$ cat src/rtl/cfg_apb_master_if.sv
// Bundle of the command/response handshake and the APB requester pins of cfg_apb_master.
// The master modport is the bridge's view; the slave modport is the command source plus the APB completer.
`timescale 1ns/1ps

`ifndef REG_ADDRWIDTH
`define REG_ADDRWIDTH 32
`endif
`ifndef REG_DATAWIDTH
`define REG_DATAWIDTH 32
`endif

interface cfg_apb_master_if;
    logic                      cmd_valid;
    logic                      cmd_ready;
    logic                      cmd_write;
    logic [`REG_ADDRWIDTH-1:0] cmd_addr;
    logic [`REG_DATAWIDTH-1:0] cmd_wdata;

    logic                      rsp_valid;
    logic                      rsp_ready;
    logic [`REG_DATAWIDTH-1:0] rsp_rdata;
    logic                      rsp_error;

    logic                      PSEL;
    logic                      PENABLE;
    logic                      PWRITE;
    logic [`REG_ADDRWIDTH-1:0] PADDR;
    logic [`REG_DATAWIDTH-1:0] PWDATA;
    logic [`REG_DATAWIDTH-1:0] PRDATA;
    logic                      PREADY;

    modport master (
        input  cmd_valid, cmd_write, cmd_addr, cmd_wdata, rsp_ready, PRDATA, PREADY,
        output cmd_ready, rsp_valid, rsp_rdata, rsp_error, PSEL, PENABLE, PWRITE, PADDR, PWDATA
    );

    modport slave (
        output cmd_valid, cmd_write, cmd_addr, cmd_wdata, rsp_ready, PRDATA, PREADY,
        input  cmd_ready, rsp_valid, rsp_rdata, rsp_error, PSEL, PENABLE, PWRITE, PADDR, PWDATA
    );
endinterface

$ cat src/rtl/cfg_apb_master.sv
// Single-outstanding command-to-APB bridge: one register access per command, one response per access.
// Optional ACCESS-phase timeout is enabled by defining CFG_APB_TIMEOUT_EN.
`timescale 1ns/1ps

`ifndef REG_ADDRWIDTH
`define REG_ADDRWIDTH 32
`endif
`ifndef REG_DATAWIDTH
`define REG_DATAWIDTH 32
`endif

module cfg_apb_master #(
    parameter int TIMEOUT_CYCLES = 16
) (
    input  logic             clk,
    input  logic             reset,
    cfg_apb_master_if.master bus
);
    typedef enum logic [1:0] {
        ST_IDLE   = 2'd0,
        ST_SETUP  = 2'd1,
        ST_ACCESS = 2'd2,
        ST_RESP   = 2'd3
    } state_t;

    state_t                    state_reg;
    state_t                    state_next;
    logic                      pwrite_reg;
    logic [`REG_ADDRWIDTH-1:0] paddr_reg;
    logic [`REG_DATAWIDTH-1:0] pwdata_reg;
    logic [`REG_DATAWIDTH-1:0] rsp_rdata_reg;
    logic                      access_done;
    logic                      timeout_hit;

    // PREADY only means anything while the completer is being accessed.
    assign access_done = (state_reg == ST_ACCESS) && bus.PREADY;

`ifdef CFG_APB_TIMEOUT_EN
    localparam int CNT_W = $clog2(TIMEOUT_CYCLES + 1);

    logic [CNT_W-1:0] wait_cnt_reg;
    logic             rsp_error_reg;

    always_ff @(posedge clk) begin
        if (reset) begin
            wait_cnt_reg <= '0;
        end else if (state_reg == ST_SETUP) begin
            wait_cnt_reg <= '0;
        end else if ((state_reg == ST_ACCESS) && !bus.PREADY) begin
            wait_cnt_reg <= wait_cnt_reg + CNT_W'(1);
        end
    end

    // Abort on the stalled cycle that brings the count to TIMEOUT_CYCLES; a late PREADY still wins.
    assign timeout_hit = (state_reg == ST_ACCESS) && !bus.PREADY &&
                         (wait_cnt_reg == CNT_W'(TIMEOUT_CYCLES - 1));

    always_ff @(posedge clk) begin
        if (reset) begin
            rsp_error_reg <= 1'b0;
        end else if (access_done) begin
            rsp_error_reg <= 1'b0;
        end else if (timeout_hit) begin
            rsp_error_reg <= 1'b1;
        end
    end

    assign bus.rsp_error = rsp_error_reg;
`else
    wire [31:0] unused_timeout_cycles = 32'(TIMEOUT_CYCLES);

    assign timeout_hit   = 1'b0;
    assign bus.rsp_error = 1'b0;
`endif

    always_ff @(posedge clk) begin
        if (reset) begin
            state_reg <= ST_IDLE;
        end else begin
            state_reg <= state_next;
        end
    end

    always_comb begin
        state_next = state_reg;
        case (state_reg)
            ST_IDLE:   if (bus.cmd_valid) state_next = ST_SETUP;
            ST_SETUP:  state_next = ST_ACCESS;
            ST_ACCESS: if (access_done || timeout_hit) state_next = ST_RESP;
            ST_RESP:   if (bus.rsp_ready) state_next = ST_IDLE;
            default:   state_next = ST_IDLE;
        endcase
    end

    always_comb begin
        bus.cmd_ready = 1'b0;
        bus.PSEL      = 1'b0;
        bus.PENABLE   = 1'b0;
        bus.rsp_valid = 1'b0;
        case (state_reg)
            ST_IDLE:   bus.cmd_ready = 1'b1;
            ST_SETUP:  bus.PSEL      = 1'b1;
            ST_ACCESS: begin
                bus.PSEL    = 1'b1;
                bus.PENABLE = 1'b1;
            end
            ST_RESP:   bus.rsp_valid = 1'b1;
            default:   bus.cmd_ready = 1'b0;
        endcase
    end

    // Address/data keep the last transaction's values while idle; PSEL qualifies them.
    always_ff @(posedge clk) begin
        if (reset) begin
            pwrite_reg    <= 1'b0;
            paddr_reg     <= '0;
            pwdata_reg    <= '0;
            rsp_rdata_reg <= '0;
        end else begin
            if ((state_reg == ST_IDLE) && bus.cmd_valid) begin
                pwrite_reg <= bus.cmd_write;
                paddr_reg  <= bus.cmd_addr;
                pwdata_reg <= bus.cmd_wdata;
            end
            if (access_done) begin
                rsp_rdata_reg <= pwrite_reg ? '0 : bus.PRDATA;
            end else if (timeout_hit) begin
                rsp_rdata_reg <= '0;
            end
        end
    end

    assign bus.PWRITE    = pwrite_reg;
    assign bus.PADDR     = paddr_reg;
    assign bus.PWDATA    = pwdata_reg;
    assign bus.rsp_rdata = rsp_rdata_reg;

endmodule

$ cat src/flat_wrapper.sv
// flat-port wrapper written by rule: the top's interface ports become plain ports
module cfg_apb_master_flat 
#(
    parameter int TIMEOUT_CYCLES = 16
)
  (clk, reset, bus_cmd_valid, bus_cmd_write, bus_cmd_addr, bus_cmd_wdata, bus_rsp_ready, bus_PRDATA, bus_PREADY, bus_cmd_ready, bus_rsp_valid, bus_rsp_rdata, bus_rsp_error, bus_PSEL, bus_PENABLE, bus_PWRITE, bus_PADDR, bus_PWDATA);
  cfg_apb_master_if bus_i ();
  input  logic clk;
  input  logic reset;
  input wire logic [$bits(bus_i.cmd_valid)-1:0] bus_cmd_valid;
  input wire logic [$bits(bus_i.cmd_write)-1:0] bus_cmd_write;
  input wire logic [$bits(bus_i.cmd_addr)-1:0] bus_cmd_addr;
  input wire logic [$bits(bus_i.cmd_wdata)-1:0] bus_cmd_wdata;
  input wire logic [$bits(bus_i.rsp_ready)-1:0] bus_rsp_ready;
  input wire logic [$bits(bus_i.PRDATA)-1:0] bus_PRDATA;
  input wire logic [$bits(bus_i.PREADY)-1:0] bus_PREADY;
  output wire logic [$bits(bus_i.cmd_ready)-1:0] bus_cmd_ready;
  output wire logic [$bits(bus_i.rsp_valid)-1:0] bus_rsp_valid;
  output wire logic [$bits(bus_i.rsp_rdata)-1:0] bus_rsp_rdata;
  output wire logic [$bits(bus_i.rsp_error)-1:0] bus_rsp_error;
  output wire logic [$bits(bus_i.PSEL)-1:0] bus_PSEL;
  output wire logic [$bits(bus_i.PENABLE)-1:0] bus_PENABLE;
  output wire logic [$bits(bus_i.PWRITE)-1:0] bus_PWRITE;
  output wire logic [$bits(bus_i.PADDR)-1:0] bus_PADDR;
  output wire logic [$bits(bus_i.PWDATA)-1:0] bus_PWDATA;
  assign bus_i.cmd_valid = bus_cmd_valid;
  assign bus_i.cmd_write = bus_cmd_write;
  assign bus_i.cmd_addr = bus_cmd_addr;
  assign bus_i.cmd_wdata = bus_cmd_wdata;
  assign bus_i.rsp_ready = bus_rsp_ready;
  assign bus_i.PRDATA = bus_PRDATA;
  assign bus_i.PREADY = bus_PREADY;
  assign bus_cmd_ready = bus_i.cmd_ready;
  assign bus_rsp_valid = bus_i.rsp_valid;
  assign bus_rsp_rdata = bus_i.rsp_rdata;
  assign bus_rsp_error = bus_i.rsp_error;
  assign bus_PSEL = bus_i.PSEL;
  assign bus_PENABLE = bus_i.PENABLE;
  assign bus_PWRITE = bus_i.PWRITE;
  assign bus_PADDR = bus_i.PADDR;
  assign bus_PWDATA = bus_i.PWDATA;
  cfg_apb_master #(.TIMEOUT_CYCLES(TIMEOUT_CYCLES)) u_core (.clk(clk), .reset(reset), .bus(bus_i));
endmodule
$ cat config.mk
export PLATFORM = sky130hd
export DESIGN_NAME = cfg_apb_master_flat
export DESIGN_NICKNAME = d
export VERILOG_FILES = /design/src/rtl/cfg_apb_master_if.sv /design/src/rtl/cfg_apb_master.sv /design/src/flat_wrapper.sv
export SDC_FILE = /design/constraint.sdc
export NUM_CORES = 1
export LEC_CHECK = 0
export CORE_MARGIN = 4
export CORE_UTILIZATION = 39
export DETAILED_ROUTE_END_ITERATION = 12
export PLACE_DENSITY = 0.81
export SLEW_MARGIN = 30
export SYNTH_ARGS = -nofsm -noshare
export SYNTH_HDL_FRONTEND = slang
export SYNTH_SLANG_ARGS = --single-unit
$ cat constraint.sdc
create_clock -name clk -period 1.42 [get_ports clk]
set_input_delay 0.426 -clock clk [delete_from_list [all_inputs] [get_ports clk]]
set_output_delay 0.426 -clock clk [all_outputs]
set_load 0.005 [all_outputs]
Word-level counts from Yosys, hierarchy flattened
Index checks and enable logic that the tools add are counted.

Bits of input ports: 102. Register bits: 99. Word-level logic and storage cells: 25.

Reductions and logical operators: 5. Equality and inequality tests: 6. Mux-type cells: 9.

Operators with widths (number): 32-bit two-way mux (1); 2-bit one-hot mux with 4 select lines (1); 2-bit two-way mux (3); 2-bit equality test, second input constant (2); 1-bit two-way mux (4); 2-bit inequality test, second input constant (2); 3-bit AND reduction (1); 2-bit by 1-bit equality test with 1-bit output, second input constant (1); 1-bit logical AND (2); 2-bit logical NOT (1); 2-bit by 1-bit inequality test with 1-bit output, second input constant (1); 2-bit OR reduction (1).

Logic depth before layout (Yosys ltp)
Gate-level depths: netlist of run 1.

Depth after elaboration: 4. Depth in mapped cells: 7.

Worst setup path before layout of run 1
OpenSTA, ideal clock, no wires.

Path kind: register to register. Start: register u_core.state_reg[0]. End: register u_core.state_reg[0]. Path buffers: 1. Stages on the path, launching flop included: 7. Slack: 0.152 ns. Arrival: 1.154 ns. Required time: 1.305 ns. Period minus slack after synthesis: 1.268 ns. Path through: dfxtp_1 inv_1 ha_1 buf_4 inv_2 o221a_2 o21a_1.

Word-level cells in the longest chain between the ends: 4. Elaborated cells between the ends (all ways): 10.

Ends and longest elaborated chain: start, declared (RTL line cfg_apb_master.sv:26) `state_t state_reg;`; start signal, assigned (RTL line cfg_apb_master.sv:80) `state_reg <= state_next;`; 2-bit equality test (RTL line cfg_apb_master.sv:36, cfg_apb_master.sv:86); 1-bit logical AND (RTL line cfg_apb_master.sv:36) `assign access_done = (state_reg == ST_ACCESS) && bus.PREADY;`; 2-bit by 1-bit inequality test with 1-bit output (no line); 3-bit AND reduction (no line).

Parallel ways exist; a longest one is shown, timed or not. A chain may end at the register's enable or synchronous reset.

Final worst setup path of run 1
Start: register u_core.state_reg[0]. End: output bus_PENABLE.

Word-level cells in the longest chain between the ends: 2.

Ends and longest elaborated chain: 2-bit equality test (RTL line cfg_apb_master.sv:100) `case (state_reg)`; 1-bit two-way mux (RTL line cfg_apb_master.sv:100); end, declared (RTL line flat_wrapper.sv:22) `output wire logic [$bits(bus_i.PENABLE)-1:0] bus_PENABLE;`.

Every way passes these cells.

==> results of run 1 <==
[cell usage after synthesis, drive strengths merged]
cell type,n,share of area [%]
nand2,164,17
dfxtp,99,53
a21oi,97,13
nand4b,32,7.5
buf,29,5.3
clkbuf,11,1.1
inv,4,0.40
ha,3,1.0
nand2b,3,0.50
a31oi,1,0.17
and2,1,0.17
conb,1,0.10
mux2i,1,0.27
o21a,1,0.20
o221a,1,0.30
[how the worst max path moves through the flow]
| stage | to | slack (ns) | startpoint | cells past startpoint |
|---|---|---|---|---|
| floorplan | u_core.state_reg[0] | 0.15 | u_core.state_reg[0] | 6 |
| global placement | u_core.bus.rsp_rdata[19] | -0.27 | bus_PREADY | 4 |
| detailed placement | u_core.bus.rsp_rdata[22] | -0.25 | bus_PREADY | 4 |
| CTS | bus_PENABLE | -0.19 | u_core.state_reg[0] | 4 |
| global route | bus_PENABLE | -0.19 | u_core.state_reg[0] | 4 |
| finish | bus_PENABLE | -0.16 | u_core.state_reg[0] | 4 |
[cells by family after synthesis]
group | Yosys count
AO/OA/AOI/OAI | 100
multiplexers | 1
other | 1
AND/OR/NAND/NOR | 200
buffers and inverters | 44
adder cells (fa/ha/maj) | 3
flip-flops | 99
[repair_timing]
| action | 4_1_cts | 5_1_grt |
|---|---|---|
| pin swaps | 1 | 2 |
| gates resized for setup | 172 | 41 |
| endpoints found under the setup margin | 135 | 86 |
| buffers inserted | 2 | 2 |
| cloned | 1 | 4 |
[power by group through the flow]
stage / clock [mW] / combinational (mW) / sequential, mW
global placement: 0 / 2.75 / 3.52
floorplan: 0 / 1.15 / 3.58
detailed placement: 0 / 2.81 / 3.55
global route: 1.92 / 3.11 / 3.58
finish: 1.77 / 2.87 / 3.52
CTS: 1.84 / 2.70 / 3.51
[layer usage]
metal  wire, um  vias up  share of wire (%)
li1           -     1882                  -
met1       4700     1845                 37
met2       6480      169                 51
met3       1360       16                 11
met4        191        0                1.5
met5          0        -                  0
[final cells by class]
class                           instances  area (um^2)  share of cell area, %
Timing Repair Buffer                  229         2270                   36.5
Sequential cell                        99         2040                   32.8
Multi-Input combinational cell        305         1540                   24.7
Tap cell                              129          161                   2.59
Clock buffer                           10          128                   2.05
Clock inverter                          6         65.1                   1.05
Inverter                                4         15.0                  0.241
[metrics by stage]
| step | hold slack (ns) | worst slack [ns] | power [mW] | instance area, um^2 |
|---|---|---|---|---|
| floorplan | 0.448 | 0.152 | 4.72 | 3720 |
| global placement | 0.437 | -0.269 | 6.27 | 5870 |
| detailed placement | 0.444 | -0.250 | 6.36 | 5870 |
| CTS | 0.401 | -0.187 | 8.05 | 6100 |
| global route | 0.434 | -0.191 | 8.61 | 6220 |
| finish | 0.415 | -0.159 | 8.16 | 6220 |
[worst max-delay path, delay by kind of cell (launching register included)]
family	cells	cell delay [ns]
adder cells (fa/ha/maj)	1	0.17
buffers and inverters	3	0.28
flip-flops	1	0.35
==> results.json, run 1 <==
{
  "core-area_mm2": 0.00924,
  "cp_data_required_time_ns": 0.99,
  "fin_skew_ns": 0.00588,
  "rrSetupSlack_ns": 0.03,
  "grt_max_degree": 50,
  "clock_latency_ns": 0.35,
  "routed_wl_um": 12700,
  "grt.busiest_layer": "met2",
  "fmax_mhz": 633,
  "dr.pass1.iters": 4,
  "path_cells": "inv_2 > buf_6 > ha_4 > buf_6",
  "root_buffer": "clkbuf_8",
  "comb_power_share_pct": 35.1,
  "num_io_pins": 204,
  "rsz0062_at_grt": "true",
  "drc": 0,
  "pwr-share-seq_pct": 43.2,
  "drv_slew": 0,
  "die_w_um": 106,
  "antenna_found_initial": 0,
  "finish.utilization_pct": 67.3,
  "grt_use_met2_pct": 37.3,
  "cts_tree": "yes",
  "grt_pass1_vias": 3956,
  "pwr-share-clk_pct": 21.7,
  "place_inst": 758,
  "power.internal_mw": 5.62,
  "initial_core_util_pct": 40.2,
  "grt_use_met3_pct": 9.92,
  "finalSetupTns_ns": -0.400,
  "cp-start-kind": "register",
  "die_area_mm2": 0.0112,
  "ys_seq_area_share_pct": 53.3,
  "critical_path_class": "register to output port",
  "num_rows": 35,
  "gp_congestion": 0.750,
  "yosys_warnings": 0,
  "setup_ws_ns": -0.159,
  "mostFrequentLayoutCell": "nand2_1",
  "die_h_um": 106,
  "mostFrequentLayoutCells": "nand2_1 (162), clkdlybuf4s50_1 (100), a21oi_1 (97), dlygate4sd2_1 (77), dfxtp_1 (52)",
  "drive_gt1_share_pct": 16.8,
  "violations": "setup timing",
  "netlist_instances": 448,
  "critPathSlowestCell": "dfxtp_2",
  "drt-initial-drc-count": 172,
  "critPathCaptureType": "output port",
  "synth_compound_area_share_pct": 13.7,
  "htreeDepth": 3,
  "period_needed_ns": 1.58,
  "p_sw_mw": 2.54,
  "nets": 753,
  "path_max_fanout": 3,
  "grtUsageTotal_pct": 20.8,
  "synth-xor-area-share_pct": 0,
  "ys_ff_latch": 99,
  "nFillCells": 751,
  "arrival_ns": 1.15,
  "grt_pass1_wl_um": 18900,
  "clk_path_buf_depth": 2,
  "worstHoldStart": "reset",
  "vias": 3912,
  "synth_fa_ha_area_share_pct": 1.01,
  "r2r_start": "u_core.state_reg[0]",
  "slowest_delay_ns": 0.35,
  "synth-simple-area-share_pct": 24.8,
  "wl_per_cell_um": 16.3,
  "grt_util_met1_pct": 21.8,
  "overflow": 0,
  "power_density_mw_per_mm2": 1310,
  "min_to": "u_core.bus.rsp_rdata[4]",
  "r2r_cells": 7,
  "max-vdd-ir-drop_mv": 0.756,
  "setup_viol": 4,
  "holdPathStages": 2,
  "synth_cell_type_count": 18,
  "p_leak_nw": 2.65,
  "cp_common_cell": "buf_6",
  "synth_fp_nets": 553,
  "rr_endpoint": "u_core.state_reg[0]",
  "swShare_pct": 31.1,
  "dpl.hpwl_um": 8590,
  "synth.mux.area_fraction_pct": 0.269,
  "clkSinkCount": 99,
  "synth_top_family_by_area": "simple AND/OR/NAND/NOR gates",
  "io_buffers": 202,
  "cts_hold_buf": 0,
  "status": "complete, but fails checks",
  "hold_class": "input pin to register",
  "cap_viol_max_count": 0,
  "fin_crit_sh_pct": 111,
  "ant_nets": 0,
  "syn_avg_cell_area_um2": 8.30,
  "cts.clk_slew.worst_paths_ns": 0.09,
  "n_antenna_cell": 0,
  "instances_no_fill": 782,
  "via_per_inst": 5.00,
  "synth_area_mm2": 0.00372,
  "hold_viol": 0,
  "cts_buffers": 9,
  "area_growth_pct": 67.3
}
Note: power is estimated with default switching activity, not from simulation.
==> run 2: changes to the inputs <==
--- a/config.mk
+++ b/config.mk
@@ -8,6 +8,7 @@
 export CORE_MARGIN = 4
 export CORE_UTILIZATION = 39
 export DETAILED_ROUTE_END_ITERATION = 12
+export MAX_ROUTING_LAYER = met4
 export PLACE_DENSITY = 0.81
 export SLEW_MARGIN = 30
 export SYNTH_ARGS = -nofsm -noshare
==> constraint.sdc (replaced) <==
create_clock -name clk -period 1.67 [get_ports clk]
set_input_delay 0.501 -clock clk [delete_from_list [all_inputs] [get_ports clk]]
set_output_delay 0.501 -clock clk [all_outputs]
set_load 0.005 [all_outputs]
==> run 2 against run 1 <==
The flow now finishes without violations. Sequential share of layout area up 0.83 points. Clock-buffer cell count rose by 3. Hold slack got worse by 0.016 ns. Setup slack better by 0.20 ns. Power is 20% lower. Critical endpoint unchanged. Highest routed layer unchanged.
==> results.json, run 2 (same netlist as run 1, synthesis figures left out) <==
{
  "cp_common_cell": "buf_6",
  "holdPathStages": 2,
  "die_area_mm2": 0.0112,
  "mostFrequentLayoutCell": "nand2_1",
  "grt.busiest_layer": "met2",
  "mostFrequentLayoutCells": "nand2_1 (163), clkdlybuf4s50_1 (100), a21oi_1 (97), dlygate4sd2_1 (97), dfxtp_1 (69)",
  "p_leak_nw": 2.58,
  "dp_slack_ns": -0.118,
  "dpl.hpwl_um": 8490,
  "hold_class": "input pin to register",
  "setup_ws_ns": 0.0397,
  "grt_pass1_wl_um": 18300,
  "critPathSlowestCell": "dfxtp_2",
  "finish.utilization_pct": 65.0,
  "r2r_start": "u_core.state_reg[0]",
  "die_h_um": 106,
  "drc": 0,
  "grt_use_met2_pct": 35.2,
  "clkSinkCount": 99,
  "cp_data_required_time_ns": 1.17,
  "slowest_delay_ns": 0.35,
  "fin_crit_sh_pct": 97.6,
  "num_rows": 35,
  "status": "complete, no violations",
  "rr_endpoint": "u_core.state_reg[0]",
  "grt_max_degree": 64,
  "critPathCaptureType": "output port",
  "gp_congestion": 0.753,
  "wl_per_cell_um": 15.2,
  "fin_skew_ns": 0.0184,
  "drv_slew": 0,
  "clock_latency_ns": 0.35,
  "max-vdd-ir-drop_mv": 0.542,
  "cts_buffers": 9,
  "ant_nets": 0,
  "grt_pass1_vias": 3811,
  "clk_path_buf_depth": 2,
  "area_growth_pct": 61.5,
  "finalInstanceArea_mm2": 0.00600,
  "cts_tree": "yes",
  "n_antenna_cell": 0,
  "cp-start-kind": "register",
  "num_io_pins": 204,
  "fin_hold_ws_ns": 0.400,
  "htreeDepth": 3,
  "root_buffer": "clkbuf_8",
  "grt_use_met3_pct": 6.49,
  "fmax_mhz": 613,
  "overflow": 0,
  "nets": 744,
  "via_per_inst": 4.96,
  "initial_core_util_pct": 40.2,
  "grtUsageTotal_pct": 20.8,
  "rsz0062_at_grt": "true",
  "cap_viol_max_count": 0,
  "drive_gt1_share_pct": 11.5,
  "rrSetupSlack_ns": 0.14,
  "worstHoldStart": "reset",
  "grt_util_met1_pct": 23.6,
  "vias": 3832,
  "path_cells": "inv_2 > buf_6 > ha_4 > buf_6",
  "period_needed_ns": 1.63,
  "power_density_mw_per_mm2": 1090,
  "setup_viol": 0,
  "r2r_cells": 7,
  "dr.pass1.iters": 4,
  "min_to": "u_core.bus.PADDR[5]",
  "core-area_mm2": 0.00924,
  "hold_viol": 0,
  "arrival_ns": 1.13,
  "cts.clk_slew.worst_paths_ns": 0.10,
  "drt-initial-drc-count": 169,
  "finalPower_mw": 6.52,
  "die_w_um": 106,
  "postPlaceCellArea_mm2": 0.00587,
  "routed_wl_um": 11700,
  "io_buffers": 202,
  "critical_path_class": "register to output port",
  "path_max_fanout": 2,
  "antenna_found_initial": 0
}
-- run 2: changes by cell type in the layout (fill, tap and decap cells not counted), sizes merged --
cell | previous run | this run
clkinv | 3 | 1
bufinv | 1 | 0
clkdlybuf4s15 | 14 | 0
inv | 5 | 4
clkbuf | 20 | 13
buf | 28 | 23
clkinvlp | 1 | 2
dlygate4sd2 | 77 | 97
-- run 2: cell type report --
cell class,count,area [um^2]
clock buffer,13,149
clock inverter,3,23.8
fill,818,3240
inverter,4,15.0
multi-input combinational,305,1520
sequential,99,2020
tap,129,161
timing repair buffer,220,2110
-- run 2: how the worst max path moves through the flow --
stage | start | endpoint | slack [ns] | cells past startpoint
5_1_grt | u_core.state_reg[0] | bus_PENABLE | -0.02 | 4
2_1_floorplan | u_core.state_reg[0] | u_core.state_reg[0] | 0.40 | 6
3_3_place_gp | bus_PREADY | u_core.bus.rsp_rdata[19] | -0.10 | 4
4_1_cts | u_core.state_reg[0] | bus_PSEL | -0.02 | 3
6_report | u_core.state_reg[0] | bus_PENABLE | 0.04 | 4
3_5_place_dp | bus_cmd_valid | u_core.bus.PWDATA[1] | -0.12 | 5
-- run 2: power by group --
group          switching, mW  total (mW)  internal (mW)
Clock                  0.790        1.38          0.589
Sequential             0.187        2.97           2.78
Combinational           1.05        2.17           1.12
-- run 2: worst max-delay path: cells and delay by family, from the launching register on --
kind,cells,cell delay [ns]
buffers and inverters,3,0.27
flip-flops,1,0.35
adder cells (fa/ha/maj),1,0.15
-- run 2: through the flow --
step	cells	setup TNS [ns]
floorplan	448	0
global placement	757	-2.18
detailed placement	757	-5.44
CTS	773	-0.0161
global route	773	-0.0213
finish	773	0
-- run 2: what timing repair did --
action,CTS,global route
pin swaps,1,1
resized for setup,146,8
setup buffers,0,0
hold buffers,0,0
endpoints found under the setup margin,101,33
-- run 2: layer usage --
| layer | up-vias | share of wire (%) |
|---|---|---|
| met2 | 160 | 50 |
| met4 | 0 | 1.7 |
| met1 | 1804 | 40 |
| met5 | - | 0 |
| li1 | 1853 | - |
| met3 | 15 | 8.2 |
